**src/rtl/qracc_sram_ctrl.sv**
```systemverilog
// SRAM request controller for the QRAcc array: serialises precharge/wordline/sense per request.
// Optional write readback-verify enabled by defining QRACC_SRAM_WRITE_VERIFY_EN.
module qracc_sram_ctrl #(
  parameter int unsigned numRows   = 128,
  parameter int unsigned numCols   = 32,
  parameter int unsigned pchCycles = 1,
  parameter int unsigned wlCycles  = 2
) (
  input  logic                       clk,
  input  logic                       rst,
  input  logic                       rq_valid_i,
  input  logic                       rq_wr_i,
  input  logic [$clog2(numRows)-1:0] addr_i,
  input  logic [numCols-1:0]         wr_data_i,
  output logic                       rq_ready_o,
  output logic                       rd_valid_o,
  output logic [numCols-1:0]         rd_data_o,
  output logic                       wr_err_o,
  output logic [numRows-1:0]         WL,
  output logic                       PCH,
  output logic                       WRITE,
  output logic [numCols-1:0]         WR_DATA,
  output logic [numCols-1:0]         CSEL,
  output logic                       SAEN,
  input  logic [numCols-1:0]         SA_OUT
);

  localparam int unsigned AW   = $clog2(numRows);
  localparam int unsigned MAXC = (pchCycles > wlCycles) ? pchCycles : wlCycles;
  localparam int unsigned CW   = (MAXC > 1) ? $clog2(MAXC) : 1;

  localparam logic [1:0] S_IDLE  = 2'd0;
  localparam logic [1:0] S_PCH   = 2'd1;
  localparam logic [1:0] S_WL    = 2'd2;
  localparam logic [1:0] S_SENSE = 2'd3;

  logic [1:0]         state, state_nx;
  logic [CW-1:0]      cnt, cnt_nx;
  logic [AW-1:0]      addr_q, addr_nx;
  logic               wr_q, wr_nx;
  logic [numCols-1:0] data_q, data_nx;
  logic               vphase, vphase_nx;
  logic               rd_valid_nx, wr_err_nx;
  logic [numCols-1:0] rd_data_nx;
  logic               wr_phase_nx, wl_on_nx;

  // Next-state, request latching and sense capture
  always_comb begin
    state_nx    = state;
    cnt_nx      = cnt;
    addr_nx     = addr_q;
    wr_nx       = wr_q;
    data_nx     = data_q;
    vphase_nx   = vphase;
    rd_valid_nx = 1'b0;
    wr_err_nx   = 1'b0;
    rd_data_nx  = rd_data_o;
    case (state)
      S_IDLE: begin
        if (rq_valid_i && rq_ready_o) begin
          state_nx  = S_PCH;
          cnt_nx    = CW'(pchCycles - 1);
          addr_nx   = addr_i;
          wr_nx     = rq_wr_i;
          data_nx   = wr_data_i;
          vphase_nx = 1'b0;
        end
      end
      S_PCH: begin
        if (cnt == '0) begin
          state_nx = S_WL;
          cnt_nx   = CW'(wlCycles - 1);
        end else begin
          cnt_nx = cnt - CW'(1);
        end
      end
      S_WL: begin
        if (cnt != '0) begin
          cnt_nx = cnt - CW'(1);
        end else if (wr_q && !vphase) begin
`ifdef QRACC_SRAM_WRITE_VERIFY_EN
          state_nx  = S_PCH;
          cnt_nx    = CW'(pchCycles - 1);
          vphase_nx = 1'b1;
`else
          state_nx = S_IDLE;
          cnt_nx   = '0;
`endif
        end else begin
          state_nx = S_SENSE;
          cnt_nx   = '0;
        end
      end
      default: begin
        state_nx = S_IDLE;
        cnt_nx   = '0;
        if (!vphase) begin
          rd_valid_nx = 1'b1;
          rd_data_nx  = SA_OUT;
        end
`ifdef QRACC_SRAM_WRITE_VERIFY_EN
        wr_err_nx = vphase && (SA_OUT != data_q);
`endif
      end
    endcase
    // Analog controls are decoded from the next state so they register in step with it
    wr_phase_nx = (state_nx == S_WL) && wr_nx && !vphase_nx;
    wl_on_nx    = (state_nx == S_WL) || (state_nx == S_SENSE);
  end

  always_ff @(posedge clk) begin
    if (rst) begin
      state      <= S_IDLE;
      cnt        <= '0;
      addr_q     <= '0;
      wr_q       <= 1'b0;
      data_q     <= '0;
      vphase     <= 1'b0;
      rq_ready_o <= 1'b0;
      rd_valid_o <= 1'b0;
      rd_data_o  <= '0;
      wr_err_o   <= 1'b0;
      WL         <= '0;
      PCH        <= 1'b0;
      WRITE      <= 1'b0;
      WR_DATA    <= '0;
      CSEL       <= '0;
      SAEN       <= 1'b0;
    end else begin
      state      <= state_nx;
      cnt        <= cnt_nx;
      addr_q     <= addr_nx;
      wr_q       <= wr_nx;
      data_q     <= data_nx;
      vphase     <= vphase_nx;
      rq_ready_o <= (state_nx == S_IDLE);
      rd_valid_o <= rd_valid_nx;
      rd_data_o  <= rd_data_nx;
      wr_err_o   <= wr_err_nx;
      WL         <= wl_on_nx ? (numRows'(1) << addr_nx) : '0;
      PCH        <= (state_nx == S_PCH);
      WRITE      <= wr_phase_nx;
      WR_DATA    <= wr_phase_nx ? data_nx : '0;
      CSEL       <= wl_on_nx ? '1 : '0;
      SAEN       <= (state_nx == S_SENSE);
    end
  end

endmodule
```
**config.mk**
```make
export PLATFORM = sky130hd
export DESIGN_NAME = qracc_sram_ctrl
export DESIGN_NICKNAME = d
export VERILOG_FILES = /design/src/rtl/qracc_sram_ctrl.sv
export SDC_FILE = /design/constraint.sdc
export NUM_CORES = 1
export LEC_CHECK = 0
export ABC_AREA = 1
export CAP_MARGIN = 40
export CORE_UTILIZATION = 45
export CTS_CLUSTER_DIAMETER = 40
export CTS_CLUSTER_SIZE = 40
export DETAILED_ROUTE_END_ITERATION = 12
export DONT_BUFFER_PORTS = 1
export HOLD_SLACK_MARGIN = 0.02
export PLACE_DENSITY_LB_ADDON = 0.05
export SLEW_MARGIN = 0
export SYNTH_ARGS = -nofsm -noshare
export SYNTH_HDL_FRONTEND = slang
export SYNTH_SLANG_ARGS = --single-unit
```
**constraint.sdc**
```tcl
create_clock -name clk -period 2.6 [get_ports clk]
set_input_delay 0.26 -clock clk [delete_from_list [all_inputs] [get_ports clk]]
set_output_delay 0.26 -clock clk [all_outputs]
set_load 0.02 [all_outputs]
```
# Word-level counts from Yosys, hierarchy flattened
# Cells that the tools add are included.
totals:
  wordCells: 60
  out_inout_bits: 230
  inputBits: 75
  register_bits: 273
classes:
  bitwise_logic: 4
  mux: 19
  add_sub_neg: 1
  n_eq_ne: 6
  reduce_logical: 14
  shift: 1
ops:
  columns: ["op", "count"]
  rows:
  - ["$shl A1 B7 Y128 const A", 1]
  - ["$mux W32", 3]
  - ["$mux W7", 2]
  - ["$mux W1", 8]
  - ["$mux W2", 4]
  - ["$eq A2 B2 Y1 const B", 3]
  - ["$pmux W2 S3", 1]
  - ["$eq A2 B1 Y1 const B", 2]
  - ["$logic_and A1 B1 Y1", 4]
  - ["$logic_not A2 Y1", 2]
  - ["$not A1 Y1", 4]
  - ["$reduce_or A2 Y1", 2]
  - ["$reduce_or A4 Y1", 1]
  - ["$pmux W1 S3", 1]
  - ["$reduce_or A3 Y1", 1]
  - ["$logic_not A1 Y1", 2]
  - ["$ne A2 B2 Y1 const B", 1]
  - ["$reduce_and A2 Y1", 1]
  - ["$logic_or A1 B1 Y1", 1]
  - ["$sub A1 B1 Y1 const B", 1]

# Logic depth before layout (Yosys ltp)
logic_depth:
  depth_word: 10
  depth_mapped: 11
  depth_no_buf: 9

# Least setup slack after synthesis
# OpenSTA, ideal clock, no wires.
synth_timing:
  path_kind: "flip-flop to flip-flop"
  startpoint: "register state[0]"
  endpoint: "register WL[106]"
  stages_incl_launch_ff: 12
  required_time_ns: 2.534
  path_buffers: 2
  slack_ns: 0.783
  setup_ns: 0.066
  t_arrival_ns: 1.751
  path_cell_list: "dfxtp_1 > inv_1 > ha_1 > buf_4 > nand3_4 > buf_6 > nand2_1 > nand2_1 > nand2_1 > nor2_2 > nand4_1 > nor2_1"
synth_between:
  elab_chain_cells: 6
  elab_cells_between_ends: 14
  cone_classes: "eq/ne (4); shift (1); mux (5); bitwise (1); reduce/logical (3)"
synth_rtl:
  columns: ["item", "line", "text"]
  rows:
  - ["start, declared", "37", "logic [1:0] state, state_nx;"]
  - ["start signal, assigned", "130", "state <= state_nx;"]
  - ["$eq A2 B2 Y1 (tied with other cells)", "58", "case (state)"]
  - ["$pmux W2 S3", "58", null]
  - ["$eq A2 B2 Y1", "108", "wl_on_nx = (state_nx == S_WL) || (state_nx == S_SENSE);"]
  - ["$logic_or A1 B1 Y1", "108", null]
  - ["$not A1 Y1 (no source line)", null, null]
  - ["$reduce_or A2 Y1 (no source line)", null, null]
  - ["end signal, assigned", "140", "WL <= wl_on_nx ? (numRows'(1) << addr_nx) : '0;"]
  - ["end, declared", "19", "output logic [numRows-1:0] WL,"]
# Several ways; a longest one is shown, not always the timed one.
# A chain may end at the register's enable or synchronous reset.

# Final worst setup path
layout_timing:
  startpoint: "register state[1]"
  endpoint: "register data_q[4]"
layout_between:
  elab_chain_cells: 2
layout_rtl:
  columns: ["item", "line", "text"]
  rows:
  - ["$logic_not A2 Y1", "58", null]
  - ["$mux W32", "58", null]
  - ["end signal, assigned", "134", "data_q <= data_nx;"]
  - ["end, declared", "41", "logic [numCols-1:0] data_q, data_nx;"]
# Every way passes these cells.

==> metrics.txt <==
status=finished, final reports clean; top-count cell post-synth=nor2_1; post-synthesis net count=909; Comb pwr share=0.204; via count=5720; Synth Register Bits=242; top cell type's share of synthesized area=0.6128; NetSw=~3.7 mW; post-synth top area cell=dfxtp_1; Initial Utilization=0.4587; Post-CTS Setup Bufs=0; crit path launch type=flip-flop; drt first pass iters=4; Synth cell types=26; width of the die=about 130 µm; WL met3=1580 µm; worst-path cell chain=inv_1 -> ha_2 -> nand3_4 -> buf_6 -> mux2i_1 -> nor2_1 -> dlygate4sd3_1; max layer used=met4; power per cell area=approximately 1100 mW/mm²; mapped cell area=0.007906 mm²; initial antenna violation count=0; Async SR Flop Fraction=0; TritonCTS clock tree=done; Max Freq=0.4339 GHz; wire length on met2=9594 µm; dominant synthesized flop cell=dfxtp_1; number of global-route vias before repair=approximately 5.7k; CTS HTree Levels=1; Nets=950; Pleak=approximately 3.8 nW; period utilization=0.8863; Inserted Diodes=0; worst vdd ir=0.6542 mV; multi-input logic area=roughly 0.0024 mm²; Fin Setup TNS=0 ns; internal power=7.250 mW; DRT iter0 DRCs=165; die area=0.01810 mm²; WL met1=roughly 7600 µm; CP Data Arrival Time=2.74 ns; Core Util, Final=0.5638; post-synthesis sequential area ratio=0.6128; wire per inst=17.27 µm; Layout area overhead=22.92%; largest net degree at the start of global routing=48; GRT Total Usage=0.2084; DPL Wire Length=12360 µm; # fillers=between 1k and 1.5k; RePlAce Congestion=about 0.78; total wire length=19330 µm; Core Area=0.01724 mm²; DRC errors left=0; CTS max path bufs=3; syn_area_per_cell=9.549 µm²; Max Cap Violations=0; Post-synth EDFFs=0; clock skew=0.01540 ns; Hold Fails Final Rpt=0; Antenna Nets Post-Route=0; global-route wire length before repair=29970 µm; part of the power in registers=0.387; clock-pin slew on the worst setup and hold paths=about 0.06 ns; clock share of power=0.408; maximum fanout along the worst path=22; relative slew slack=0.6541; CP required=3.03 ns; Worst path max stage delay=0.55 ns; clk sink count=between 200 and 250; Port Buffers=0; unrepaired setup endpoints after global routing=no; post-layout minimum cycle time=2.304 ns; Syn. warnings=0; share of cells above drive strength 1=0.1085; via-per-instance ratio=5.112; critical path type=reg2reg; num rows=48; HP Class=in2reg; Storage cell area=0.004848 mm²; Slew Limit Fails=0; Slowest-stage cell, CP=dlygate4sd3_1; Die Ht=134.6 µm; Syn Inst Count=828; # IOs=305; global route overflow=0; Setup Viol. Count Final=0; CP Capture Type=flip-flop; clock root buffer=clkbuf_16; most instantiated cells after synthesis=nor2_1, dfxtp_1, nand4_1, nand2_1, buf_4; Skew-Pair Late Insertion Delay=0.55 ns; Sw Ratio=0.3360; synth top area cells=dfxtp_1, nor2_1, nand4_1; CTS buffer count=31; worst slew pin tran=0.5183 ns
layout by cell type, fill, tap and decap left out, types with 2 or more instances in the layout:
master,synthesis,layout
mux2i_1,32,32
bufinv_16,0,4
nor2_1,269,269
buf_4,33,12
clkinv_8,0,3
nand2_2,2,2
clkbuf_16,0,31
nand3_1,8,8
ha_1,6,5
buf_12,0,4
a21oi_1,2,2
inv_6,0,8
dfxtp_1,242,241
clkinvlp_4,0,4
o21ai_0,32,32
nor2_4,9,9
o21ai_2,2,2
clkinv_4,0,3
dlygate4sd3_1,0,73
inv_8,0,3
buf_16,0,2
inv_1,25,25
nand2_1,36,36
nand4_1,69,69
nand2_4,2,2
worst paths after layout:
check | slack (ns) | end | cells after the start | from
setup / recovery | 0.30 | data_q[4] | 7 | state[1]
hold / removal | 0.07 | addr_q[6] | 3 | addr_i[6]
setup reg to reg | 0.30 | data_q[4] | 7 | state[1]
hold reg to reg | 0.48 | vphase | 2 | vphase
critical path, delay by kind of cell (launching register included):
kind	cells	cell delay, ns
muxes	1	0.29
adders and majority gates	1	0.26
and+or+nand+nor	2	0.25
buffers and inverters	3	0.97
DFF	1	0.41
stage by stage:
| step | setup WS (ns) | total power [mW] | instances | hold slack, ns | instance area [µm²] |
|---|---|---|---|---|---|
| after floorplan | 0.7830 | 6.258 | 828 | 0.4237 | 7906 |
| after global placement | 0.3166 | 6.341 | 986 | 0.3419 | 7810 |
| after detailed placement | 0.2202 | 6.402 | 987 | 0.3405 | 7838 |
| after CTS | 0.1050 | 11.00 | 1119 | 0.04665 | 9712 |
| after global routing | 0.1030 | 11.41 | 1119 | 0.06614 | 9718 |
| final | 0.2955 | 10.92 | 1119 | 0.06695 | 9718 |
registers in the layout, indices dropped and copies added, names as in the netlist, 2 cells and up:
register	flops
WL	128
WR_DATA	32
addr_q	7
rd_data_o	32
state	2
data_q	32
kinds of logic after synthesis:
| logic type | count (synthesis) | synth area share |
|---|---|---|
| multiplexers | 32 | 0.04051 |
| other | 1 | 0.0004743 |
| buffers and inverters | 110 | 0.08403 |
| adder cells (fa/ha/maj) | 6 | 0.009495 |
| AO/OA/AOI/OAI | 37 | 0.02580 |
| AND/OR/NAND/NOR | 400 | 0.2269 |
| flip-flops | 242 | 0.6128 |
layer usage:
layer | global-route usage | vias to the layer above
met5 | 0 | -
met4 | 0.07803 | 0
met3 | 0.06344 | 42
met2 | 0.3615 | 244
met1 | 0.2411 | 2710
li1 | - | 2724
timing repair:
item	CTS	global route
hold buffers	74	0
hold endpoints to repair	111	0
resized for setup	0	2
setup endpoints to repair	0	7
final cells by class:
class,count,share of cell area
tap,225,0.02897
clock buffer,32,0.08124
clock inverter,26,0.03438
multi-input combinational,476,0.2469
sequential,242,0.4989
inverter,26,0.01004
timing repair buffer,92,0.09952
power by group through the flow:
stage | combinational (mW) | clock, mW | sequential [mW]
2_1_floorplan | 1.99 | 0 | 4.26
3_3_place_gp | 2.03 | 0 | 4.31
3_5_place_dp | 2.09 | 0 | 4.31
4_1_cts | 2.21 | 4.55 | 4.23
5_1_grt | 2.43 | 4.72 | 4.26
6_report | 2.23 | 4.46 | 4.23
Power figures use the tool's default switching activity.
